==> config.mk <==
export PLATFORM = sky130hd
export DESIGN_NAME = mem_stage
export DESIGN_NICKNAME = d
export VERILOG_FILES = /design/src/rtl/mem_stage.sv
export SDC_FILE = /design/constraint.sdc
export NUM_CORES = 1
export LEC_CHECK = 0
export ABC_AREA = 1
export CORE_UTILIZATION = 49
export CTS_BUF_LIST = sky130_fd_sc_hd__clkbuf_2
export DETAILED_ROUTE_END_ITERATION = 12
export PLACE_DENSITY = 0.95
export SYNTH_ARGS = -nofsm -noshare
export SYNTH_HDL_FRONTEND = slang
export SYNTH_SLANG_ARGS = --single-unit
==> constraint.sdc <==
create_clock -name clock -period 3 [get_ports clock]
set_input_delay 0.3 -clock clock [delete_from_list [all_inputs] [get_ports clock]]
set_output_delay 0.3 -clock clock [all_outputs]
set_load 0.005 [all_outputs]
==> src/rtl/mem_stage.sv <==
// MEM stage: issues LOAD/STORE as req/ack bus transactions and forwards results to WB.
// Define MEM_TIMEOUT_EN to abort WAIT after TIMEOUT_CYCLES cycles and raise a sticky mem_err.

`ifndef EXEC
`define EXEC 1'b1
`endif
`ifndef LOAD
`define LOAD 5'b10001
`endif

module mem_stage #(
    parameter int unsigned TIMEOUT_CYCLES = 16
) (
    input  logic        clock,
    input  logic        reset,
    input  logic        state,
    input  logic [15:0] mem_ir,
    input  logic [15:0] reg_C,
    input  logic        dw,
    input  logic [15:0] smdr1,
    output logic        d_req,
    output logic        d_we,
    output logic [15:0] d_addr,
    output logic [15:0] d_wdata,
    input  logic        d_ack,
    input  logic [15:0] d_rdata,
    output logic [15:0] wb_ir,
    output logic [15:0] reg_C1,
    output logic        mem_busy,
    output logic        mem_err
);

    typedef enum logic {
        S_IDLE = 1'b0,
        S_WAIT = 1'b1
    } fsm_t;

    fsm_t        r_fsm, w_fsm_nx;
    logic        r_req, w_req_nx;
    logic        r_we, w_we_nx;
    logic [15:0] r_addr, w_addr_nx;
    logic [15:0] r_wdata, w_wdata_nx;
    logic [15:0] r_wb_ir, w_wb_ir_nx;
    logic [15:0] r_c1, w_c1_nx;
    logic        r_busy, w_busy_nx;
    logic [15:0] r_ir, w_ir_nx;
    logic        w_mem_op;

    assign w_mem_op = dw | (mem_ir[15:11] == `LOAD);

`ifdef MEM_TIMEOUT_EN
    localparam logic [7:0] L_LAST = 8'(TIMEOUT_CYCLES - 1);
    logic [7:0] r_cnt, w_cnt_nx;
    logic       r_err, w_err_nx;
`endif

    always_comb begin
        w_fsm_nx   = r_fsm;
        w_req_nx   = r_req;
        w_we_nx    = r_we;
        w_addr_nx  = r_addr;
        w_wdata_nx = r_wdata;
        w_wb_ir_nx = r_wb_ir;
        w_c1_nx    = r_c1;
        w_busy_nx  = r_busy;
        w_ir_nx    = r_ir;
`ifdef MEM_TIMEOUT_EN
        w_cnt_nx   = '0;
        w_err_nx   = r_err;
`endif
        unique case (r_fsm)
            S_IDLE: begin
                if (state == `EXEC) begin
                    if (w_mem_op) begin
                        w_req_nx   = 1'b1;
                        w_we_nx    = dw;
                        w_addr_nx  = reg_C;
                        w_wdata_nx = smdr1;
                        w_busy_nx  = 1'b1;
                        w_wb_ir_nx = 16'h0000;
                        w_ir_nx    = mem_ir;
                        w_fsm_nx   = S_WAIT;
                    end else begin
                        w_wb_ir_nx = mem_ir;
                        w_c1_nx    = reg_C;
                    end
                end
            end
            S_WAIT: begin
`ifdef MEM_TIMEOUT_EN
                w_cnt_nx = r_cnt + 8'd1;
`endif
                if (d_ack) begin
                    w_req_nx   = 1'b0;
                    w_busy_nx  = 1'b0;
                    w_wb_ir_nx = r_ir;
                    w_c1_nx    = r_we ? r_addr : d_rdata;
                    w_fsm_nx   = S_IDLE;
                end
`ifdef MEM_TIMEOUT_EN
                else if (r_cnt == L_LAST) begin
                    w_req_nx   = 1'b0;
                    w_busy_nx  = 1'b0;
                    w_wb_ir_nx = 16'h0000;
                    w_err_nx   = 1'b1;
                    w_fsm_nx   = S_IDLE;
                end
`endif
            end
            default: w_fsm_nx = S_IDLE;
        endcase
    end

    always_ff @(posedge clock) begin
        if (reset) begin
            r_fsm   <= S_IDLE;
            r_req   <= 1'b0;
            r_we    <= 1'b0;
            r_addr  <= '0;
            r_wdata <= '0;
            r_wb_ir <= '0;
            r_c1    <= '0;
            r_busy  <= 1'b0;
            r_ir    <= '0;
        end else begin
            r_fsm   <= w_fsm_nx;
            r_req   <= w_req_nx;
            r_we    <= w_we_nx;
            r_addr  <= w_addr_nx;
            r_wdata <= w_wdata_nx;
            r_wb_ir <= w_wb_ir_nx;
            r_c1    <= w_c1_nx;
            r_busy  <= w_busy_nx;
            r_ir    <= w_ir_nx;
        end
    end

`ifdef MEM_TIMEOUT_EN
    always_ff @(posedge clock) begin
        if (reset) begin
            r_cnt <= '0;
            r_err <= 1'b0;
        end else begin
            r_cnt <= w_cnt_nx;
            r_err <= w_err_nx;
        end
    end
    assign mem_err = r_err;
`else
    assign mem_err = 1'b0;
`endif

    assign d_req    = r_req;
    assign d_we     = r_we;
    assign d_addr   = r_addr;
    assign d_wdata  = r_wdata;
    assign wb_ir    = r_wb_ir;
    assign reg_C1   = r_c1;
    assign mem_busy = r_busy;

endmodule

* Word level (Yosys, flattened, before mapping) *
Index checks and enable logic that the tools add are counted.
W data, S select, Z words.

word-level totals
  register bits after elaboration = 83
  output and inout port bits = 68
  logic and storage cells = 36

cells by class
  eq/ne operators = 5
  muxes and demuxes = 17
  bitwise logic cells = 2
  reduce and logical (&&, ||, !) cells = 4

operator list
  operator              count
  $mux W16              7
  $pmux W16 S2          2
  $reduce_and A3 Y1     3
  $ne A2 B2 Y1 const B  4
  $mux W1               6
  $eq A5 B5 Y1 const B  1
  $pmux W1 S2           2
  $reduce_and A2 Y1     1
  $not A1 Y1            1
  $or A1 B1 Y1          1

* Depth between registers and ports, before layout *
  depth after elaboration = 5
  depth in mapped cells = 9
  depth with buffers taken out = 8

* Worst setup path before layout *
OpenSTA, ideal clock, no wires.

  path kind = register to register
  start point = register r_fsm
  end point = register r_c1[10] (netlist: reg_C1[10])
  setup time = 0.115 ns
  arrival time = 1.160 ns
  required time = 2.885 ns
  setup slack = 1.725 ns
  stages on the path, launching flop included = 9
  buffers on the path = 3
  period minus slack after synthesis = 1.275 ns
  cells stage by stage = dfxtp_1 > buf_4 > inv_2 > nor2_1 > a21oi_4 > buf_4 > buf_6 > a21oi_1 > nor2_1

between the ends
  cells in the longest elaborated chain, start to end = 3
  elaborated cells between the ends (all ways) = 6

RTL lines
  item                                line  source
  start, declared                     38    fsm_t r_fsm, w_fsm_nx;
  start signal, assigned              126   r_fsm <= w_fsm_nx;
  $not A1 Y1 (no source line)         --
  $ne A2 B2 Y1 (no source line)       --
  $reduce_and A3 Y1 (no source line)  --
  end signal, assigned                132   r_c1 <= w_c1_nx;
  end, declared                       44    logic [15:0] r_c1, w_c1_nx;

Parallel ways exist; a longest one is shown, timed or not.
A chain may end at the register's enable or synchronous reset.

* Worst setup path in the final report *
  start point = register r_we (netlist: d_we)
  end point = output port d_we

RTL lines
  item                    line  source
  start, declared         40    logic r_we, w_we_nx;
  start signal, assigned  128   r_we <= w_we_nx;
  end, declared           22    output logic d_we,

No word-level cell between the ends.

==> summary.md <==
| Metric | Value |
|---|---|
| Result of the run | finished clean |
| DR vias/cell | 5.16 |
| Count of antenna diodes in the layout | 0 |
| Number of stages on the worst setup path | 1 |
| Total CTS buffers | 9 |
| Hold_buf cts | 0 |
| Portion of total power attributed to the clock network | 25.1% |
| Share of cells above drive strength 1 | 4.03% |
| Chip height | 86.8 µm |
| RD Place Congestion | 0.812 |
| Initial antenna violation count | 0 |
| IO Pins | 137 |
| Number of instances resized during post-cts repair | 0 |
| Clock insertion delay at the later pin of the skew report | 540 ps |
| Pin count of the biggest net entering global routing | 81 |
| R2R Path End | wb_ir[10] |
| Final worst path period need | 2280 ps |
| Max-slew violation count | 0 |
| Net switching power figure | 709 µW |
| Instance count of the mapped netlist | 503 |
| Number of distinct library cells after synthesis | 16 |
| Post-CTS clock slew at the launch and capture registers of the worst setup and hold paths | 250 ps |
| Number of nets in the layout | 684 |
| Worst-path cell with the longest stage delay | sky130_fd_sc_hd__dfxtp_1 |
| Area grow syn2layout | 40.6% |
| Cell taking the most area after synthesis | sky130_fd_sc_hd__dfxtp_1 |
| Fraction of power consumed by combinational cells | 22.7% |
| Async set-or-reset flop fraction in the synthesized netlist | 0% |
| Vias in the first global route | 3,449 |
| Total nets after synthesis | 572 |
| Sequential share of power | 52.2% |
| Crit path kind | register to output port |
| Total Power Consumption | 2390 µW |
| Hold Path Stages | 3 |
| Critical Path Sink Type | output port |
| Number of placement rows | 30 |
| Number of endpoints failing setup at the final stage | 0 |
| Wire length reported by the detailed router | 9.97 mm |
| Category of cells accounting for the largest share of critical-path delay | flip-flops |
| Layout Skew | 19.9 ps |
| Final number of hold-violating endpoints | 0 |
| Power per standard cell area | 483 mW/mm² |
| Maximum frequency from static timing analysis | 439 MHz |
| Number of max-capacitance violations reported | 0 |
| Data required time of the worst path | 2700 ps |
| RSZ-0062 raised after global routing | no |
| Routed vias | 3,696 |
| Count of flip-flops with a built-in enable after synthesis | 0 |
| Worst-path maximum fanout | 19 |
| Max incr delay on CP | 800 ps |
| Switching share of total power | 29.6% |
| Estimated wirelength of the detail-placed design | 6.63 mm |
| Worst-case hold path end point | wb_ir[3] |
| Total die area | 0.00754 mm² |
| Internal power | 1680 µW |
| Peak ir drop on the vdd network | 0.000281 V |
| I/O Buffers | 135 |
| Origin of the critical flop-to-flop path | r_fsm |
| Filler Cells Inserted | 542 |
| Headroom to the max-slew limit | 28.3% |
| Overflow left after global routing | 0 |
| Global-route wire length before repair | 15.3 mm |
| Main flop type after synthesis | sky130_fd_sc_hd__dfxtp_1 |
| Total global-route track usage | 26.3% |
| Remaining number of nets flagged by the antenna check after routing | 0 |
| Count of yosys warnings during synthesis | 0 |
| Post CTS Setup Buffer Count | 0 |
| Kind of path behind the tightest hold check | input port to register |
| Total core area | 0.00687 mm² |
| Arrival time reported for the critical path endpoint | 1980 ps |
| Leak | 0.00203 µW |
| Kind of launch point of the worst setup path | register |
| Clock Tree Root | sky130_fd_sc_hd__clkbuf_2 |
| Reg2reg setup slack | 900 ps |
| Worst reg2reg path depth | 6 |
| Iter 0 DRT Violations | 177 |
| Clock tree from TritonCTS | yes |
| Crit-path cells | clkdlybuf4s50_1 |
| H-Tree Depth | 3 |
| Min-delay src | mem_ir[3] |
| Slew at the pin with the worst max-slew slack | 1080 ps |
| Flops & latches, synth | 83 |
| Routed wire length per instance | 13.9 µm |
| Most used standard cell by instance count after synthesis | sky130_fd_sc_hd__nor2_1 |
| DRC violation count after routing | 0 |
| Fraction of post-synthesis cell area in the top cell type by area | 47.1% |
| Die span in x | 86.8 µm |
| Summed instance area of the synthesized netlist | 0.00353 mm² |
| Post-synthesis average cell area | 7.01 µm² |
| Critical path buffer and inverter count | 1 |
| Sum Neg Setup Slack | 0 ps |
| Sinks on the clock net | 83 |
| Starting Density | 51.3% |
| Top cells by count, synth | sky130_fd_sc_hd__nor2_1, sky130_fd_sc_hd__nand2_1, sky130_fd_sc_hd__dfxtp_1 |
| Main area contributors after synthesis | sky130_fd_sc_hd__dfxtp_1, sky130_fd_sc_hd__nor2_1, sky130_fd_sc_hd__nand2_1 |
| Period Utilization, post-route | 75.9% |
| Length of the first detailed-routing pass in iterations | 5 |
| Maximum number of buffers from clock root to sink | 2 |
| Sequential fraction of the synthesis area | 47.1% |
[worst max path at each step]
stage                    start          to  slack (ps)
floorplan                r_fsm  reg_C1[10]        1730
global placement         state    wb_ir[3]         910
detailed placement  mem_ir[12]        d_we         860
CTS                       d_we        d_we         700
global route              d_we        d_we         590
finish                    d_we        d_we         720
[cell families (layout without fill, tap and decap cells)]
family / Yosys count / count (layout) / synth area share (%)
buffers and inverters: 49 / 166 / 6.67
other: 1 / 1 / 0.106
AO/OA/AOI/OAI: 131 / 131 / 20.0
flip-flops: 83 / 83 / 47.1
AND/OR/NAND/NOR: 239 / 239 / 26.1
[power groups by stage]
stage                     Combinational (µW)  Sequential, µW  Clock (µW)
after floorplan                          252            1270           0
after global placement                   520            1270           0
after detailed placement                 538            1270           0
after CTS                                541            1250         604
after global routing                     593            1260         664
final                                    542            1250         601
[cell type report]
cell class / instances / area [µm²] / share of cell area, %
clock inverters: 7 / 75.1 / 1.51
flip-flops and latches: 83 / 1660 / 33.5
multi-input cells: 371 / 1630 / 32.9
well taps: 96 / 120 / 2.42
clock buffers: 9 / 45.0 / 0.908
inverters: 10 / 37.5 / 0.757
repair buffers: 140 / 1390 / 28.0
[per-stage QoR]
stage | hold WS, ps | cells | util (%) | worst slack [ps] | cell area (µm²)
floorplan | 369 | 503 | - | 1730 | 3530
global placement | 462 | 700 | 70.4 | 906 | 4840
detailed placement | 467 | 700 | 70.4 | 856 | 4840
CTS | 289 | 716 | 72.2 | 697 | 4960
global route | 248 | 716 | 72.2 | 586 | 4960
finish | 305 | 716 | 72.2 | 723 | 4960
[worst min-delay path: stages]
cell and delay, ps:
sky130_fd_sc_hd__clkdlybuf4s50_1 420, sky130_fd_sc_hd__nand2_1 70, sky130_fd_sc_hd__a21oi_1 50
[flip-flops by register name, indices dropped and copies added, names as in the netlist]
signal	flops
mem_busy	1
d_addr	16
reg_C1	16
d_wdata	16
d_we	1
r_ir	16
r_fsm	1
wb_ir	16
[metal layers]
metal	GRT usage [%]	share of wire, %	vias up
met2	46.0	49	153
li1	-	-	1842
met4	14.2	3.2	0
met1	30.0	42	1673
met5	0	0	-
met3	5.33	6.1	28
[cell usage in the layout (no fill, tap or decap)]
| cell | instances |
|---|---|
| sky130_fd_sc_hd__buf_4 | 5 |
| sky130_fd_sc_hd__inv_6 | 2 |
| sky130_fd_sc_hd__nand2_1 | 104 |
| sky130_fd_sc_hd__clkinvlp_4 | 2 |
| sky130_fd_sc_hd__o21ai_0 | 64 |
| sky130_fd_sc_hd__bufinv_16 | 1 |
| sky130_fd_sc_hd__a21oi_4 | 1 |
| sky130_fd_sc_hd__clkdlybuf4s50_1 | 135 |
| sky130_fd_sc_hd__inv_2 | 4 |
| sky130_fd_sc_hd__a21boi_0 | 16 |
| sky130_fd_sc_hd__clkinv_1 | 1 |
| sky130_fd_sc_hd__nor2_1 | 117 |
| sky130_fd_sc_hd__clkinv_4 | 1 |
| sky130_fd_sc_hd__clkbuf_2 | 9 |
| sky130_fd_sc_hd__dfxtp_1 | 83 |
| sky130_fd_sc_hd__inv_1 | 6 |
| sky130_fd_sc_hd__a21oi_1 | 50 |
| sky130_fd_sc_hd__nand3_1 | 18 |
| sky130_fd_sc_hd__conb_1 | 1 |
(Power assumes the default switching activity.)
